File: src/rtl/basic_package.sv
// Shared types for the layer scheduler: FSM states
// and the per-layer descriptor record.
package basic_package;

  localparam int DEF_PA  = 8;
  localparam int DEF_PW  = 4;
  localparam int DEF_MNO = 288;
  localparam int DEF_MNV = 224 * 224;
  localparam int DEF_NL  = 8;

  localparam int WD = $clog2(DEF_MNO);
  localparam int WQ = $clog2(DEF_PA * DEF_PW);
  localparam int WV = $clog2(DEF_MNV);

  typedef enum logic [2:0] {
    IDLE,
    LOAD,
    SETTLE,
    RUN,
    FIN
  } sched_state_t;

  typedef struct packed {
    logic [WD-1:0] done;
    logic [WQ-1:0] quant;
    logic [2:0]    out;
    logic [2:0]    relu;
    logic [2:0]    fil;
    logic [WV-1:0] vol;
  } layer_cfg_t;

endpackage

File: src/rtl/layer_sched_if.sv
// Config, control and descriptor-output bundle
// between the host/datapath and the scheduler.
interface layer_sched_if #(
  parameter int Pa  = 8,
  parameter int Pw  = 4,
  parameter int MNO = 288,
  parameter int MNV = 224 * 224,
  parameter int NL  = 8
);
  localparam int WI = $clog2(NL);
  localparam int WD = $clog2(MNO);
  localparam int WQ = $clog2(Pa * Pw);
  localparam int WV = $clog2(MNV);

  logic          cfg_wr;
  logic [WI-1:0] cfg_idx;
  logic [WD-1:0] cfg_done;
  logic [WQ-1:0] cfg_quant;
  logic [2:0]    cfg_out;
  logic [2:0]    cfg_relu;
  logic [2:0]    cfg_fil;
  logic [WV-1:0] cfg_vol;
  logic [WI:0]   num_layers;
  logic          start;
  logic          abort;
  logic          layer_end;

  logic          core_stall_n;
  logic [WD-1:0] max_val_cnt_done;
  logic [WQ-1:0] max_val_cnt_quant;
  logic [2:0]    max_val_cnt_out;
  logic [2:0]    max_val_cnt_relu;
  logic [2:0]    max_val_fil_group;
  logic [WV-1:0] max_val_in_vol;
  logic [WI-1:0] cur_layer;
  logic          busy;
  logic          layer_done;
  logic          all_done;

  modport master (
    output cfg_wr, cfg_idx, cfg_done, cfg_quant,
    output cfg_out, cfg_relu, cfg_fil, cfg_vol,
    output num_layers, start, abort, layer_end,
    input  core_stall_n, max_val_cnt_done,
    input  max_val_cnt_quant, max_val_cnt_out,
    input  max_val_cnt_relu, max_val_fil_group,
    input  max_val_in_vol, cur_layer, busy,
    input  layer_done, all_done
  );

  modport slave (
    input  cfg_wr, cfg_idx, cfg_done, cfg_quant,
    input  cfg_out, cfg_relu, cfg_fil, cfg_vol,
    input  num_layers, start, abort, layer_end,
    output core_stall_n, max_val_cnt_done,
    output max_val_cnt_quant, max_val_cnt_out,
    output max_val_cnt_relu, max_val_fil_group,
    output max_val_in_vol, cur_layer, busy,
    output layer_done, all_done
  );

endinterface

File: src/rtl/layer_cfg_rf.sv
// Layer descriptor storage: flop array with one
// synchronous write port and one async read port.
module layer_cfg_rf
  import basic_package::*;
#(
  parameter int NL = 8
) (
  input  logic               clk,
  input  logic               rst_n,
  input  logic               we_i,
  input  logic [$clog2(NL)-1:0] waddr_i,
  input  layer_cfg_t         wdata_i,
  input  logic [$clog2(NL)-1:0] raddr_i,
  output layer_cfg_t         rdata_o
);

  layer_cfg_t mem_q [NL];

  // write one slot; reset clears every slot
  always_ff @(posedge clk or negedge rst_n) begin
    if (!rst_n) begin
      for (int i = 0; i < NL; i++) mem_q[i] <= '0;
    end else if (we_i) begin
      mem_q[waddr_i] <= wdata_i;
    end
  end

  assign rdata_o = mem_q[raddr_i];

endmodule

File: src/rtl/layer_sched.sv
// Layer sequencer: loads each layer descriptor,
// lets it settle, then releases the core per layer.
module layer_sched
  import basic_package::*;
#(
  parameter int Pa  = 8,
  parameter int Pw  = 4,
  parameter int MNO = 288,
  parameter int MNV = 224 * 224,
  parameter int NL  = 8
) (
  input  logic         clk,
  input  logic         rst_n,
  layer_sched_if.slave bus
);

  localparam int WI = $clog2(NL);
  localparam logic [WI:0]   NL_C  = (WI+1)'(NL);
  localparam logic [WI:0]   ONE_C = (WI+1)'(1);
  localparam logic [WI-1:0] INC_C = WI'(1);

  sched_state_t  state_q, state_d;
  logic [WI-1:0] cur_q, cur_d;
  logic [WI:0]   cnt_q, cnt_d;
  layer_cfg_t    mv_q, mv_d;
  layer_cfg_t    wcfg, rcfg;
  logic          stall_n_q, stall_n_d;
  logic          busy_q, busy_d;
  logic          ld_q, ld_d;
  logic          ad_q, ad_d;

  assign wcfg.done  = bus.cfg_done;
  assign wcfg.quant = bus.cfg_quant;
  assign wcfg.out   = bus.cfg_out;
  assign wcfg.relu  = bus.cfg_relu;
  assign wcfg.fil   = bus.cfg_fil;
  assign wcfg.vol   = bus.cfg_vol;

  layer_cfg_rf #(.NL(NL)) u_rf (
    .clk     (clk),
    .rst_n   (rst_n),
    .we_i    (bus.cfg_wr),
    .waddr_i (bus.cfg_idx),
    .wdata_i (wcfg),
    .raddr_i (cur_q),
    .rdata_o (rcfg)
  );

  // next state, layer index and registered outputs
  always_comb begin
    state_d = state_q;
    cur_d   = cur_q;
    cnt_d   = cnt_q;
    mv_d    = mv_q;
    ld_d    = 1'b0;
    if (bus.abort) begin
      state_d = IDLE;
    end else begin
      unique case (state_q)
        IDLE: begin
          if (bus.start) begin
            if (bus.num_layers != '0) begin
              cur_d   = '0;
              cnt_d   = (bus.num_layers > NL_C) ?
                        NL_C : bus.num_layers;
              state_d = LOAD;
            end else begin
              state_d = FIN;
            end
          end
        end
        LOAD: begin
          mv_d    = rcfg;
          state_d = SETTLE;
        end
        SETTLE: state_d = RUN;
        RUN: begin
          if (bus.layer_end) begin
            ld_d = 1'b1;
            if ({1'b0, cur_q} == cnt_q - ONE_C) begin
              state_d = FIN;
            end else begin
              cur_d   = cur_q + INC_C;
              state_d = LOAD;
            end
          end
        end
        FIN:     state_d = IDLE;
        default: state_d = IDLE;
      endcase
    end
    stall_n_d = (state_d == RUN);
    busy_d    = (state_d == LOAD) ||
                (state_d == SETTLE) ||
                (state_d == RUN);
    ad_d      = (state_d == FIN);
  end

  // state and output registers
  always_ff @(posedge clk or negedge rst_n) begin
    if (!rst_n) begin
      state_q   <= IDLE;
      cur_q     <= '0;
      cnt_q     <= '0;
      mv_q      <= '0;
      stall_n_q <= 1'b0;
      busy_q    <= 1'b0;
      ld_q      <= 1'b0;
      ad_q      <= 1'b0;
    end else begin
      state_q   <= state_d;
      cur_q     <= cur_d;
      cnt_q     <= cnt_d;
      mv_q      <= mv_d;
      stall_n_q <= stall_n_d;
      busy_q    <= busy_d;
      ld_q      <= ld_d;
      ad_q      <= ad_d;
    end
  end

  assign bus.core_stall_n      = stall_n_q;
  assign bus.busy              = busy_q;
  assign bus.layer_done        = ld_q;
  assign bus.all_done          = ad_q;
  assign bus.cur_layer         = cur_q;
  assign bus.max_val_cnt_done  = mv_q.done;
  assign bus.max_val_cnt_quant = mv_q.quant;
  assign bus.max_val_cnt_out   = mv_q.out;
  assign bus.max_val_cnt_relu  = mv_q.relu;
  assign bus.max_val_fil_group = mv_q.fil;
  assign bus.max_val_in_vol    = mv_q.vol;

endmodule

File: src/flat_wrapper.sv
// flat-port wrapper written by rule: the top's interface ports become plain ports
module layer_sched_flat import basic_package::*;
#(
  parameter int Pa  = 8,
  parameter int Pw  = 4,
  parameter int MNO = 288,
  parameter int MNV = 224 * 224,
  parameter int NL  = 8
)
  (clk, rst_n, bus_cfg_wr, bus_cfg_idx, bus_cfg_done, bus_cfg_quant, bus_cfg_out, bus_cfg_relu, bus_cfg_fil, bus_cfg_vol, bus_num_layers, bus_start, bus_abort, bus_layer_end, bus_core_stall_n, bus_max_val_cnt_done, bus_max_val_cnt_quant, bus_max_val_cnt_out, bus_max_val_cnt_relu, bus_max_val_fil_group, bus_max_val_in_vol, bus_cur_layer, bus_busy, bus_layer_done, bus_all_done);
  layer_sched_if #(.Pa(Pa), .Pw(Pw), .MNO(MNO), .MNV(MNV), .NL(NL)) bus_i ();
  input  logic clk;
  input  logic rst_n;
  input wire logic [$bits(bus_i.cfg_wr)-1:0] bus_cfg_wr;
  input wire logic [$bits(bus_i.cfg_idx)-1:0] bus_cfg_idx;
  input wire logic [$bits(bus_i.cfg_done)-1:0] bus_cfg_done;
  input wire logic [$bits(bus_i.cfg_quant)-1:0] bus_cfg_quant;
  input wire logic [$bits(bus_i.cfg_out)-1:0] bus_cfg_out;
  input wire logic [$bits(bus_i.cfg_relu)-1:0] bus_cfg_relu;
  input wire logic [$bits(bus_i.cfg_fil)-1:0] bus_cfg_fil;
  input wire logic [$bits(bus_i.cfg_vol)-1:0] bus_cfg_vol;
  input wire logic [$bits(bus_i.num_layers)-1:0] bus_num_layers;
  input wire logic [$bits(bus_i.start)-1:0] bus_start;
  input wire logic [$bits(bus_i.abort)-1:0] bus_abort;
  input wire logic [$bits(bus_i.layer_end)-1:0] bus_layer_end;
  output wire logic [$bits(bus_i.core_stall_n)-1:0] bus_core_stall_n;
  output wire logic [$bits(bus_i.max_val_cnt_done)-1:0] bus_max_val_cnt_done;
  output wire logic [$bits(bus_i.max_val_cnt_quant)-1:0] bus_max_val_cnt_quant;
  output wire logic [$bits(bus_i.max_val_cnt_out)-1:0] bus_max_val_cnt_out;
  output wire logic [$bits(bus_i.max_val_cnt_relu)-1:0] bus_max_val_cnt_relu;
  output wire logic [$bits(bus_i.max_val_fil_group)-1:0] bus_max_val_fil_group;
  output wire logic [$bits(bus_i.max_val_in_vol)-1:0] bus_max_val_in_vol;
  output wire logic [$bits(bus_i.cur_layer)-1:0] bus_cur_layer;
  output wire logic [$bits(bus_i.busy)-1:0] bus_busy;
  output wire logic [$bits(bus_i.layer_done)-1:0] bus_layer_done;
  output wire logic [$bits(bus_i.all_done)-1:0] bus_all_done;
  assign bus_i.cfg_wr = bus_cfg_wr;
  assign bus_i.cfg_idx = bus_cfg_idx;
  assign bus_i.cfg_done = bus_cfg_done;
  assign bus_i.cfg_quant = bus_cfg_quant;
  assign bus_i.cfg_out = bus_cfg_out;
  assign bus_i.cfg_relu = bus_cfg_relu;
  assign bus_i.cfg_fil = bus_cfg_fil;
  assign bus_i.cfg_vol = bus_cfg_vol;
  assign bus_i.num_layers = bus_num_layers;
  assign bus_i.start = bus_start;
  assign bus_i.abort = bus_abort;
  assign bus_i.layer_end = bus_layer_end;
  assign bus_core_stall_n = bus_i.core_stall_n;
  assign bus_max_val_cnt_done = bus_i.max_val_cnt_done;
  assign bus_max_val_cnt_quant = bus_i.max_val_cnt_quant;
  assign bus_max_val_cnt_out = bus_i.max_val_cnt_out;
  assign bus_max_val_cnt_relu = bus_i.max_val_cnt_relu;
  assign bus_max_val_fil_group = bus_i.max_val_fil_group;
  assign bus_max_val_in_vol = bus_i.max_val_in_vol;
  assign bus_cur_layer = bus_i.cur_layer;
  assign bus_busy = bus_i.busy;
  assign bus_layer_done = bus_i.layer_done;
  assign bus_all_done = bus_i.all_done;
  layer_sched #(.Pa(Pa), .Pw(Pw), .MNO(MNO), .MNV(MNV), .NL(NL)) u_core (.clk(clk), .rst_n(rst_n), .bus(bus_i));
endmodule
File: config.mk
export PLATFORM = sky130hd
export DESIGN_NAME = layer_sched_flat
export DESIGN_NICKNAME = d
export VERILOG_FILES = /design/src/rtl/basic_package.sv /design/src/rtl/layer_sched_if.sv /design/src/rtl/layer_cfg_rf.sv /design/src/rtl/layer_sched.sv /design/src/flat_wrapper.sv
export SDC_FILE = /design/constraint.sdc
export NUM_CORES = 1
export LEC_CHECK = 0
export ABC_AREA = 1
export BUFFER_PORTS_ARGS = -buffer_cell sky130_fd_sc_hd__clkbuf_2
export CAP_MARGIN = 20
export CELL_PAD_IN_SITES_DETAIL_PLACEMENT = 1
export CELL_PAD_IN_SITES_GLOBAL_PLACEMENT = 1
export CORE_ASPECT_RATIO = 0.5
export CORE_MARGIN = 5
export CORE_UTILIZATION = 49
export DETAILED_ROUTE_END_ITERATION = 10
export MAX_ROUTING_LAYER = met4
export PLACE_DENSITY_LB_ADDON = 0.1
export RECOVER_POWER = 50
export SYNTH_ARGS = -nofsm -noshare
export SYNTH_HDL_FRONTEND = slang
export SYNTH_HIERARCHICAL = 1
export SYNTH_SLANG_ARGS = --single-unit
File: constraint.sdc
create_clock -name clk -period 2.28 [get_ports clk]
set_input_delay 0.342 -clock clk [delete_from_list [all_inputs] [get_ports clk]]
set_output_delay 0.342 -clock clk [all_outputs]
set_load 0.01 [all_outputs]
Yosys cells after proc, flatten, opt, wreduce, memory -nomap -nowiden
Index checks and enable logic that the tools add are counted.
{"block": "word_totals", "reg_bits": 365, "input_bits": 52, "out_inout_bits": 46, "elab_cells": 112}
{"block": "classes", "n_addsub": 2, "magnitude_cmp": 4, "eq_ne": 12, "mux": 21, "bitwise_logic": 3, "reduce_logical": 9}
{"operator": "$bwmux 312", "n": 1}
{"operator": "$bmux 39 s3", "n": 1}
{"operator": "$demux 39 s3", "n": 1}
{"operator": "$mux 39", "n": 3}
{"operator": "$mux 3", "n": 9}
{"operator": "$eq 3x2->1 const B", "n": 4}
{"operator": "$pmux 3 s4", "n": 1}
{"operator": "$ge 4x4->1 const B", "n": 2}
{"operator": "$not 3->4", "n": 2}
{"operator": "$eq 3x1->1 const B", "n": 2}
{"operator": "$ne 2x2->1 const B", "n": 3}
{"operator": "$pmux 3 s2", "n": 1}
{"operator": "$reduce_and 6->1", "n": 1}
{"operator": "$eq 3x4->1", "n": 1}
{"operator": "$gt 4x4->1 const B", "n": 1}
{"operator": "$lt 4x1->1 const B", "n": 1}
{"operator": "$mux 4", "n": 1}
{"operator": "$reduce_and 4->1", "n": 1}
{"operator": "$reduce_bool 4->1", "n": 1}
{"operator": "$sub 4x1->4 const B", "n": 1}
{"operator": "$add 3x1->3 const B", "n": 1}
{"operator": "$eq 3x3->1 const B", "n": 1}
{"operator": "$logic_not 3->1", "n": 1}
{"operator": "$mux 1", "n": 3}
{"operator": "other kinds (6)", "n": 7}

Logic depth before layout (Yosys ltp)
Gate-level depths: netlist of the first run.
{"block": "depth", "ltp_word": 9, "depth_mapped": 12, "mapped_depth_nobuf": 12}

Cells and area by module
Netlist of the first run, hierarchy kept.
{"mod": "layer_cfg_rf", "n_inst": 1, "cells_per_inst": 2093, "area_each_um2": 15237.1, "seq_area_each_um2": 7807.5}
{"mod": "layer_sched", "n_inst": 1, "cells_per_inst": 195, "area_each_um2": 2284.7, "seq_area_each_um2": 1326.3}

Worst setup path after synthesis of the first run
No wires, ideal clock.
{"block": "synth_timing", "path_kind": "flip-flop to flip-flop", "startpoint": "register u_core.cur_q[0] (netlist: u_core/bus.cur_layer[0])", "endpoint": "register u_core.mv_q, in the netlist u_core/bus.max_val_in_vol[10]", "setup_ns": 0.125, "arrival_time_ns": 1.502, "setup_slack_ns": 0.653, "path_stages_with_launch": 9, "period_less_slack_ns": 1.627, "cell_sequence": "dfrtp_1 > buf_2 > clkbuf_1 > nand2_1 > nand3_1 > nand2_1 > nand2_1 > nand2_1 > mux2_4"}
{"element": "from (decl)", "line_no": "layer_sched.sv:23", "text": "logic [WI-1:0] cur_q, cur_d;"}
{"element": "from (signal assigned)", "line_no": "layer_sched.sv:112", "text": "cur_q <= cur_d;"}
{"element": "to (signal assigned)", "line_no": "layer_sched.sv:114", "text": "mv_q <= mv_d;"}
{"element": "to (decl)", "line_no": "layer_sched.sv:25", "text": "layer_cfg_t mv_q, mv_d;"}

Worst setup path in the final report of the first run
{"block": "layout_timing", "startpoint": "register u_core.cur_q[1] (netlist: u_core/bus.cur_layer[1])", "endpoint": "output port bus_cur_layer[1]"}
{"element": "to (decl)", "line_no": "flat_wrapper.sv:33", "text": "output wire logic [$bits(bus_i.cur_layer)-1:0] bus_cur_layer;"}
No word-level cell between the ends.

==> flow_summary.toml, run 1 <==
[floorplanning]
core_um2 = 34900
die_h_um = 144
start_util_pct = 50.2
fp-row-count = 48
boundaryPins = 98
fp.dieArea_um2 = 39900
die_w_um = 277

[route]
firstDrtPassIters = 5
via_per_inst = 5.18
vias = 14659
drtIter0Drc = 771
wl_per_cell_um = 17.5
wirelength_um = 49500
ant_nets = 0
drc_errors = 0

[timing]
relSlewSlack_pct = -12.2
hold_violations = 0
tns_ns = 0
skew_ns = 0.0114
finalSetupViolCount = 0
worst_slack_ns = 0.177
slew_viol_final = 395
worstMarginPinSlew_ns = 1.68
rsz0062_at_grt = "no"
fin_crit_ns = 2.10
finalCritPeriodShare_pct = 92.3
max_freq_mhz = 475

[clocking]
cts_tree = "yes"
clock_latency_ns = 0.53
post_cts_buffers = 0
cts_buffers = 36
cts.sinks = 365
cts.path.max_buffers = 3
htree_levels = 2
cts_root_buf = "clkbuf_16"
cts.reportedPaths.clkPinSlew_ns = 0.06

[run]
drv_cap = 5

[critical_path]
r2r_start = "u_core/bus.cur_layer[0]$_DFFE_PN0P_"
cp_cell_sequence = "buf_6, clkbuf_2"
crit_required_ns = 1.94
cp-start-kind = "flop"
crit_start = "u_core/bus.cur_layer[1]$_DFFE_PN0P_"
critPathKind = "reg -> out"
crit_family = "buffers and inverters"
crit_slowest_cell = "buf_6"
crit_buf_inv = 2
end_kind = "output port"
slowest_delay_ns = 0.55
critPathMaxFanout = 65
crit_arrival_ns = 1.76

[power_and_ir_drop]
p_comb_share_pct = 19.5
p_int_mw = 13.0
power.density_nw_per_um2 = 939
p_switching_mw = 5.44
power_mw = 18.4
p_seq_share_pct = 46.9
ir_drop_v = 0.000620
p_clk_share_pct = 33.6
p_sw_share_pct = 29.5
p_leak_nw = 10.7

[synthesis]
ys.flop_type = "dfrtp_1"
synth_area_per_cell_um2 = 7.66
synth_cells = 2288
synth_nets = 2342
async_reset_ff_share_pct = 100
yosys_register_bits = 365
ys_types = 25
syn_area_um2 = 17500
synth_edf_count = 0
yosysWarnings = 6
ys_seq_area_share_pct = 52.1

[status]
failed_checks = "max-capacitance violations, max-slew violations"
status = "complete, but fails checks"

[cells_and_area]
area_growth_pct = 11.9
fin_cells = 2831
n_antenna_cell = 0
drive_above_1_share_pct = 10.0
final_nets = 2385
fillers = 4372

[placement]
portBuffers = 97
dp.cells = 2766
gp_congestion = 0.767
preCtsSetupSlack_ns = 0.423
hpwl_um = 28000

[global_route]
grt_overflow = 0
grt_max_degree = 80
antenna_found_initial = 0
grt_pass1_wl_um = 83000
track_usage_pct = 26.3
grt_pass1_vias = 15854

[hold_path]
hold_path.class = "in -> reg"
hp-start = "bus_cfg_fil[2]"
-- worst paths after layout --
check | endpoint | slack [ns] | cells past startpoint
max | bus_cur_layer[1] | 0.18 | 2
min in group asynchronous | u_core/u_rf/mem_q[67]$_DFFE_PN0P_ | 0.64 | 2
min reg2reg | u_core/u_rf/mem_q[63]$_DFFE_PN0P_ | 0.48 | 2
max in group asynchronous | u_core/u_rf/mem_q[174]$_DFFE_PN0P_ | 0.43 | 3
max reg2reg | u_core/bus.max_val_in_vol[10]$_DFFE_PN0P_ | 0.38 | 8
min | u_core/u_rf/mem_q[18]$_DFFE_PN0P_ | 0.04 | 3
-- layout by cell type, fill, tap and decap left out, types with 3 or more instances in the layout --
master | synthesis | final
clkbuf_16 | 0 | 37
clkbuf_2 | 0 | 99
buf_12 | 0 | 14
bufinv_16 | 0 | 3
buf_6 | 10 | 3
buf_4 | 5 | 8
nand3_1 | 165 | 164
mux2_4 | 10 | 10
clkbuf_8 | 0 | 9
nand2_1 | 860 | 855
clkinv_2 | 0 | 3
nand4_1 | 4 | 4
o21ai_1 | 28 | 9
nand2_2 | 1 | 6
inv_1 | 374 | 374
dfrtp_1 | 365 | 362
nor2_1 | 19 | 20
inv_2 | 5 | 3
clkbuf_1 | 54 | 13
a21oi_1 | 5 | 5
mux2_2 | 29 | 29
buf_2 | 53 | 3
o21ai_0 | 287 | 306
-- state kept, by name, summed over array words and instances (netlist names), 3 cells and up --
signal / cells
u_core/state_q: 3
u_core/bus.cur_layer: 3
u_core/u_rf/mem_q: 312
u_core/bus.max_val_in_vol: 16
u_core/bus.max_val_cnt_relu: 3
u_core/bus.max_val_cnt_out: 3
u_core/bus.max_val_fil_group: 3
u_core/cnt_q: 4
u_core/bus.max_val_cnt_done: 9
u_core/bus.max_val_cnt_quant: 5
-- power by group through the flow --
stage / Sequential [mW] / Combinational (mW) / Clock, mW
6_report: 8.63 / 3.60 / 6.19
2_1_floorplan: 8.68 / 2.32 / 0
4_1_cts: 8.63 / 3.69 / 6.32
3_3_place_gp: 8.67 / 3.43 / 0
5_1_grt: 8.80 / 4.17 / 6.65
3_5_place_dp: 8.73 / 3.62 / 0
-- area by class of cell --
| type | instances | area, um2 | share of cell area, % |
|---|---|---|---|
| well taps | 475 | 594 | 3.03 |
| inverters | 379 | 1430 | 7.27 |
| multi-input cells | 1417 | 6330 | 32.3 |
| clock inverters | 7 | 113 | 0.574 |
| repair buffers | 132 | 916 | 4.67 |
| clock buffers | 56 | 1090 | 5.54 |
| flip-flops and latches | 365 | 9140 | 46.6 |
-- what timing repair did --
action                                  in CTS  in global routing
hold endpoints to repair                    36                  0
resized for setup                            1                  0
hold buffers                                 2                  0
endpoints found under the setup margin       1                  0
-- cells in the mapped netlist (5+ instances only) --
cell type	instances	area share [%]
a21oi_1	5	0.14
buf_1	5	0.11
buf_2	53	1.5
buf_4	5	0.21
buf_6	10	0.64
clkbuf_1	54	1.2
dfrtp_1	365	52
inv_1	374	8.0
inv_2	5	0.11
mux2_2	29	1.9
mux2_4	10	0.86
nand2_1	860	18
nand3_1	165	4.7
nor2_1	19	0.41
o21ai_0	287	8.2
o21ai_1	28	0.80
-- cell families after synthesis --
group	synth area share, %
and+or+nand+nor	24.1
buffers and inverters	11.8
DFF	52.1
AOI/OAI and AO/OA	9.14
muxes	2.72
adders and majority gates	0.143
xor gates and xnor gates	0.0500
-- per-stage QoR --
step / util, % / hold slack [ns] / cell area [um2]
2_1_floorplan: - / 0.0464 / 17500
3_3_place_gp: 53.1 / 0.276 / 18500
3_5_place_dp: 53.1 / 0.278 / 18500
4_1_cts: 56.6 / 0.0219 / 19700
5_1_grt: 56.2 / 0.0314 / 19600
6_report: 56.2 / 0.0410 / 19600
-- per-layer routing --
metal  up-vias  track usage, %  share of wire [%]
li1       7053               -                  -
met1      7374            34.3                 47
met2       182            45.4                 49
met3        50            3.72                3.2
met4         0            4.28                1.2
met5         -               -                  0
-- worst register-to-register path, stage by stage, from the launching register on --
cell	delay [ns]
dfrtp_4	0.61
inv_4	0.21
buf_12	0.27
nand2_1	0.18
nand3_1	0.09
nand2_1	0.06
nand2_1	0.07
nand2_1	0.06
mux2_4	0.26
No activity file was read; power rests on OpenSTA's default activity.
==> run 2, diff against run 1 <==
--- a/config.mk
+++ b/config.mk
@@ -8,14 +8,12 @@
 export ABC_AREA = 1
 export BUFFER_PORTS_ARGS = -buffer_cell sky130_fd_sc_hd__clkbuf_2
 export CAP_MARGIN = 20
-export CELL_PAD_IN_SITES_DETAIL_PLACEMENT = 1
-export CELL_PAD_IN_SITES_GLOBAL_PLACEMENT = 1
 export CORE_ASPECT_RATIO = 0.5
 export CORE_MARGIN = 5
-export CORE_UTILIZATION = 49
+export CORE_UTILIZATION = 50
 export DETAILED_ROUTE_END_ITERATION = 10
 export MAX_ROUTING_LAYER = met4
-export PLACE_DENSITY_LB_ADDON = 0.1
+export PLACE_DENSITY = 0.67
 export RECOVER_POWER = 50
 export SYNTH_ARGS = -nofsm -noshare
 export SYNTH_HDL_FRONTEND = slang
==> flow_summary.toml, run 2 (synthesized netlist as in run 1, its figures left out) <==
[power_and_ir_drop]
ir_drop_v = 0.000413
p_switching_mw = 5.14
p_comb_share_pct = 19.3
p_sw_share_pct = 28.7
p_clk_share_pct = 32.6
p_seq_share_pct = 48.1
power.density_nw_per_um2 = 915
p_int_mw = 12.8
p_leak_nw = 10.7

[clocking]
cts.sinks = 365
cts_root_buf = "clkbuf_16"
cts.path.max_buffers = 3
cts.reportedPaths.clkPinSlew_ns = 0.06
cts_resized = 0
htree_levels = 2
post_cts_buffers = 0
clock_latency_ns = 0.52
cts_buffers = 35
cts_tree = "yes"
hold_buffers = 2

[global_route]
grt_pass1_wl_um = 70700
grt_overflow = 0
grt_max_degree = 89
grt_pass1_vias = 13570
track_usage_pct = 22.8
antenna_found_initial = 0

[hold_path]
hold_path.class = "in -> reg"
whs_path_depth = 3
min_delay_worst_endpoint = "u_core/u_rf/mem_q[14]$_DFFE_PN0P_"
hp-start = "bus_cfg_vol[14]"

[cells_and_area]
area_growth_pct = 11.7
final_cell_mix = "855 x nand2_1, 374 x inv_1, 362 x dfrtp_1, 306 x o21ai_0, 164 x nand3_1"
mostFrequentLayoutCell = "nand2_1"
fillers = 3226
multi_input_comb_area_um2 = 6320
drive_above_1_share_pct = 10.1
final_nets = 2388
regMostFlops = "u_core/u_rf/mem_q"
ff_latch_area_um2 = 9140
largest_reg_flops = 312
n_antenna_cell = 0

[critical_path]
reg2reg_slack_ns = 0.44
r2r_end = "u_core/bus.max_val_in_vol[6]$_DFFE_PN0P_"
crit_required_ns = 1.94
crit_buf_inv = 2
slowest_delay_ns = 0.46
critPathMaxFanout = 33
cp-start-kind = "flop"
critPathKind = "reg -> out"
crit_slowest_cell = "buf_4"
crit_arrival_ns = 1.58
cp_cell_sequence = "buf_4, clkbuf_2"
crit_family = "buffers and inverters"
end_kind = "output port"
r2r_cells = 8
r2r_start = "u_core/bus.cur_layer[0]$_DFFE_PN0P_"

[floorplanning]
core_um2 = 34500
fp-row-count = 48
die_h_um = 142
start_util_pct = 50.7
fp.dieArea_um2 = 39100
die_w_um = 275
boundaryPins = 98

[timing]
slew_viol_final = 316
finalSetupViolCount = 0
finalCritPeriodShare_pct = 84.3
tns_ns = 0
fin_crit_ns = 1.92
worst_slack_ns = 0.357
relSlewSlack_pct = -11.8
skew_ns = 0.0157
hold_violations = 0
worstMarginPinSlew_ns = 1.68
max_freq_mhz = 520
rsz0062_at_grt = "no"

[placement]
portBuffers = 97
preCtsSetupSlack_ns = 0.466
hpwl_um = 24400
gp_congestion = 0.797

[route]
firstDrtPassIters = 5
vias = 14024
drc_errors = 0
drtIter0Drc = 1104
ant_nets = 0
wirelength_um = 42300
wl_per_cell_um = 14.9
via_per_inst = 4.95

[status]
status = "complete, but fails checks"
failed_checks = "max-capacitance violations, max-slew violations"

[run]
drv_cap = 4
-- run 2: metrics by stage --
step | instance area (um2) | hold slack (ns) | power [mW] | utilization [%] | cells
finish | 19600 | 0.0452 | 17.9 | 56.7 | 2832
global route | 19600 | 0.0408 | 19.1 | 56.7 | 2832
CTS | 19700 | 0.0262 | 18.1 | 57.0 | 2832
detailed placement | 18500 | 0.335 | 12.2 | 53.6 | 2770
global placement | 18500 | 0.327 | 12.1 | 53.6 | 2770
floorplan | 17500 | 0.0464 | 11.0 | - | 2288
-- run 2: worst reg2reg max path, delay by kind of cell, from the launching register on --
| family | cells | cell delay (ns) |
|---|---|---|
| flops | 1 | 0.45 |
| mux | 1 | 0.25 |
| buf+inv | 2 | 0.71 |
| simple gates | 5 | 0.32 |
-- run 2: routing by layer --
metal / vias up / global-route usage [%] / routed length, um
met5: - / - / 0
met4: 0 / 4.96 / 760
met3: 53 / 3.07 / 1970
met2: 283 / 36.6 / 19700
met1: 6623 / 31.5 / 19800
li1: 7065 / - / -
-- run 2: worst max-delay path by stage --
stage	from	to	slack [ns]	cells past startpoint
finish	u_core/bus.cur_layer[2]$_DFFE_PN0P_	bus_cur_layer[2]	0.36	2
global route	bus_cfg_idx[1]	u_core/u_rf/mem_q[270]$_DFFE_PN0P_	0.23	5
detailed placement	u_core/bus.cur_layer[0]$_DFFE_PN0P_	u_core/bus.max_val_in_vol[4]$_DFFE_PN0P_	0.47	8
global placement	u_core/bus.cur_layer[0]$_DFFE_PN0P_	u_core/bus.max_val_in_vol[6]$_DFFE_PN0P_	0.50	8
CTS	u_core/bus.cur_layer[2]$_DFFE_PN0P_	bus_cur_layer[2]	0.31	2
floorplan	u_core/bus.cur_layer[0]$_DFFE_PN0P_	u_core/bus.max_val_in_vol[10]$_DFFE_PN0P_	0.65	8
-- run 2: layout make-up --
| cell class | instances | area share (%) |
|---|---|---|
| Tap cell | 475 | 3.04 |
| Clock buffer | 54 | 5.57 |
| Clock inverter | 6 | 0.294 |
| Sequential cell | 365 | 46.7 |
| Multi-Input combinational cell | 1417 | 32.3 |
| Timing Repair Buffer | 136 | 4.77 |
| Inverter | 379 | 7.28 |
-- run 2: power by group through the flow --
stage          logic, mW  registers (mW)  clock network (mW)
6_report            3.46            8.61                5.83
5_1_grt             4.06            8.78                6.28
4_1_cts             3.55            8.60                5.97
3_5_place_dp        3.52            8.71                   0
3_3_place_gp        3.43            8.68                   0
2_1_floorplan       2.32            8.68                   0
==> run 3, diff against run 2 <==
==> constraint.sdc (replaced) <==
create_clock -name clk -period 2 [get_ports clk]
set_input_delay 0.3 -clock clk [delete_from_list [all_inputs] [get_ports clk]]
set_output_delay 0.3 -clock clk [all_outputs]
set_load 0.01 [all_outputs]
==> flow_summary.toml, run 3 (synthesized netlist as in run 1, its figures left out) <==
[route]
firstDrtPassIters = 6
vias = 14243
via_per_inst = 4.97
drtIter0Drc = 1144
wirelength_um = 43600
ant_nets = 0
wl_per_cell_um = 15.2
drc_errors = 0

[run]
drv_cap = 0

[power_and_ir_drop]
p_switching_mw = 6.00
p_leak_nw = 10.9
power.density_nw_per_um2 = 1050
p_int_mw = 14.9
p_clk_share_pct = 33.9
p_seq_share_pct = 47.0
p_comb_share_pct = 19.1
ir_drop_v = 0.000474
p_sw_share_pct = 28.7

[critical_path]
critPathMaxFanout = 30
reg2reg_slack_ns = 0.21
r2r_start = "u_core/bus.cur_layer[0]$_DFFE_PN0P_"
r2r_cells = 8
crit_start = "u_core/bus.cur_layer[0]$_DFFE_PN0P_"
crit_required_ns = 1.70
end_kind = "output port"
cp-start-kind = "flop"
crit_arrival_ns = 1.61
r2r_end = "u_core/bus.max_val_cnt_done[3]$_DFFE_PN0P_"
critPathKind = "reg -> out"
crit_end = "bus_cur_layer[0]"

[timing]
tns_ns = 0
skew_ns = 0.0112
relSlewSlack_pct = 17.3
worstMarginPinSlew_ns = 1.24
finalCritPeriodShare_pct = 95.4
slew_viol_final = 0
fin_crit_ns = 1.91
hold_violations = 0
finalSetupViolCount = 0
rsz0062_at_grt = "no"
max_freq_mhz = 524

[global_route]
antenna_found_initial = 0
grt_pass1_wl_um = 71800
grt_max_degree = 79
grt_pass1_vias = 13709
track_usage_pct = 23.4
grt_overflow = 0

[floorplanning]
start_util_pct = 50.7
fp.dieArea_um2 = 39100
fp-row-count = 48
boundaryPins = 98
die_h_um = 142
core_um2 = 34500
die_w_um = 275

[placement]
gp_congestion = 0.820
portBuffers = 97
hpwl_um = 25100

[clocking]
cts.path.max_buffers = 3
cts.sinks = 365
cts_tree = "yes"
cts_buffers = 36
htree_levels = 2
cts.reportedPaths.clkPinSlew_ns = 0.06
clock_latency_ns = 0.53
cts_root_buf = "clkbuf_16"

[cells_and_area]
final_nets = 2422
regMostFlops = "u_core/u_rf/mem_q"
mostFrequentLayoutCell = "nand2_1"
utilization_pct = 57.8
drive_above_1_share_pct = 10.3
fillers = 3165
largest_reg_flops = 312
area_growth_pct = 13.9
n_antenna_cell = 0
final_cell_mix = "857 x nand2_1, 373 x inv_1, 362 x dfrtp_1, 310 x o21ai_0, 164 x nand3_1"

[hold_path]
hp-start = "bus_cfg_done[1]"
hold_path.class = "in -> reg"

[status]
status = "finished clean"
## run 3: how the worst min path moves through the flow
stage / to / slack [ns] / depth (start not counted)
2_1_floorplan: u_core/bus.all_done$_DFF_PN0_ / 0.004 / 0
3_3_place_gp: u_core/u_rf/mem_q[261]$_DFFE_PN0P_ / 0.24 / 1
3_5_place_dp: u_core/u_rf/mem_q[261]$_DFFE_PN0P_ / 0.24 / 1
4_1_cts: u_core/u_rf/mem_q[28]$_DFFE_PN0P_ / 0.0002 / 3
5_1_grt: u_core/u_rf/mem_q[3]$_DFFE_PN0P_ / 0.02 / 3
6_report: u_core/u_rf/mem_q[31]$_DFFE_PN0P_ / 0.01 / 3
## run 3: layout make-up
type / instances / area [um2] / share of cell area, %
Clock inverter: 11 / 138 / 0.690
Sequential cell: 365 / 9140 / 45.8
Timing Repair Buffer: 169 / 1220 / 6.14
Inverter: 379 / 1430 / 7.14
Tap cell: 475 / 594 / 2.98
Clock buffer: 52 / 1100 / 5.52
Multi-Input combinational cell: 1417 / 6330 / 31.7
## run 3: power by group through the flow
stage	combinational, mW	clock, mW	sequential [mW]
floorplan	2.65	0	9.89
global placement	3.93	0	9.91
detailed placement	4.04	0	9.94
CTS	4.11	7.24	9.83
global route	4.66	7.59	10.0
finish	4.00	7.09	9.83
## run 3: what timing repair did
| action | in CTS | in global routing |
|---|---|---|
| hold endpoints to repair | 55 | 0 |
| setup buffers | 0 | 0 |
| setup endpoints to repair | 1 | 0 |
| resized for setup | 1 | 0 |
| hold buffers | 22 | 0 |
## run 3: critical path, cell delays in order, from the launching register on
cell and delay, ns:
dfrtp_4 0.58, buf_6 0.31, clkbuf_2 0.19
## run 3: layer usage
layer	global-route usage, %	wire length [um]	vias up
li1	-	-	7134
met1	31.5	20500	6787
met2	38.3	20400	270
met3	3.55	2040	52
met4	4.88	628	0
met5	-	0	-
## run 3: through the flow
stage	total power, mW	setup WS [ns]	cell area (um2)	hold slack (ns)	cells
after floorplan	12.5	0.373	17500	0.00441	2288
after global placement	13.8	0.266	18700	0.240	2783
after detailed placement	14.0	0.228	18700	0.242	2783
after CTS	21.2	0.0744	20200	0.000216	2868
after global routing	22.3	0.0169	20000	0.0164	2868
final	20.9	0.0921	20000	0.0120	2868
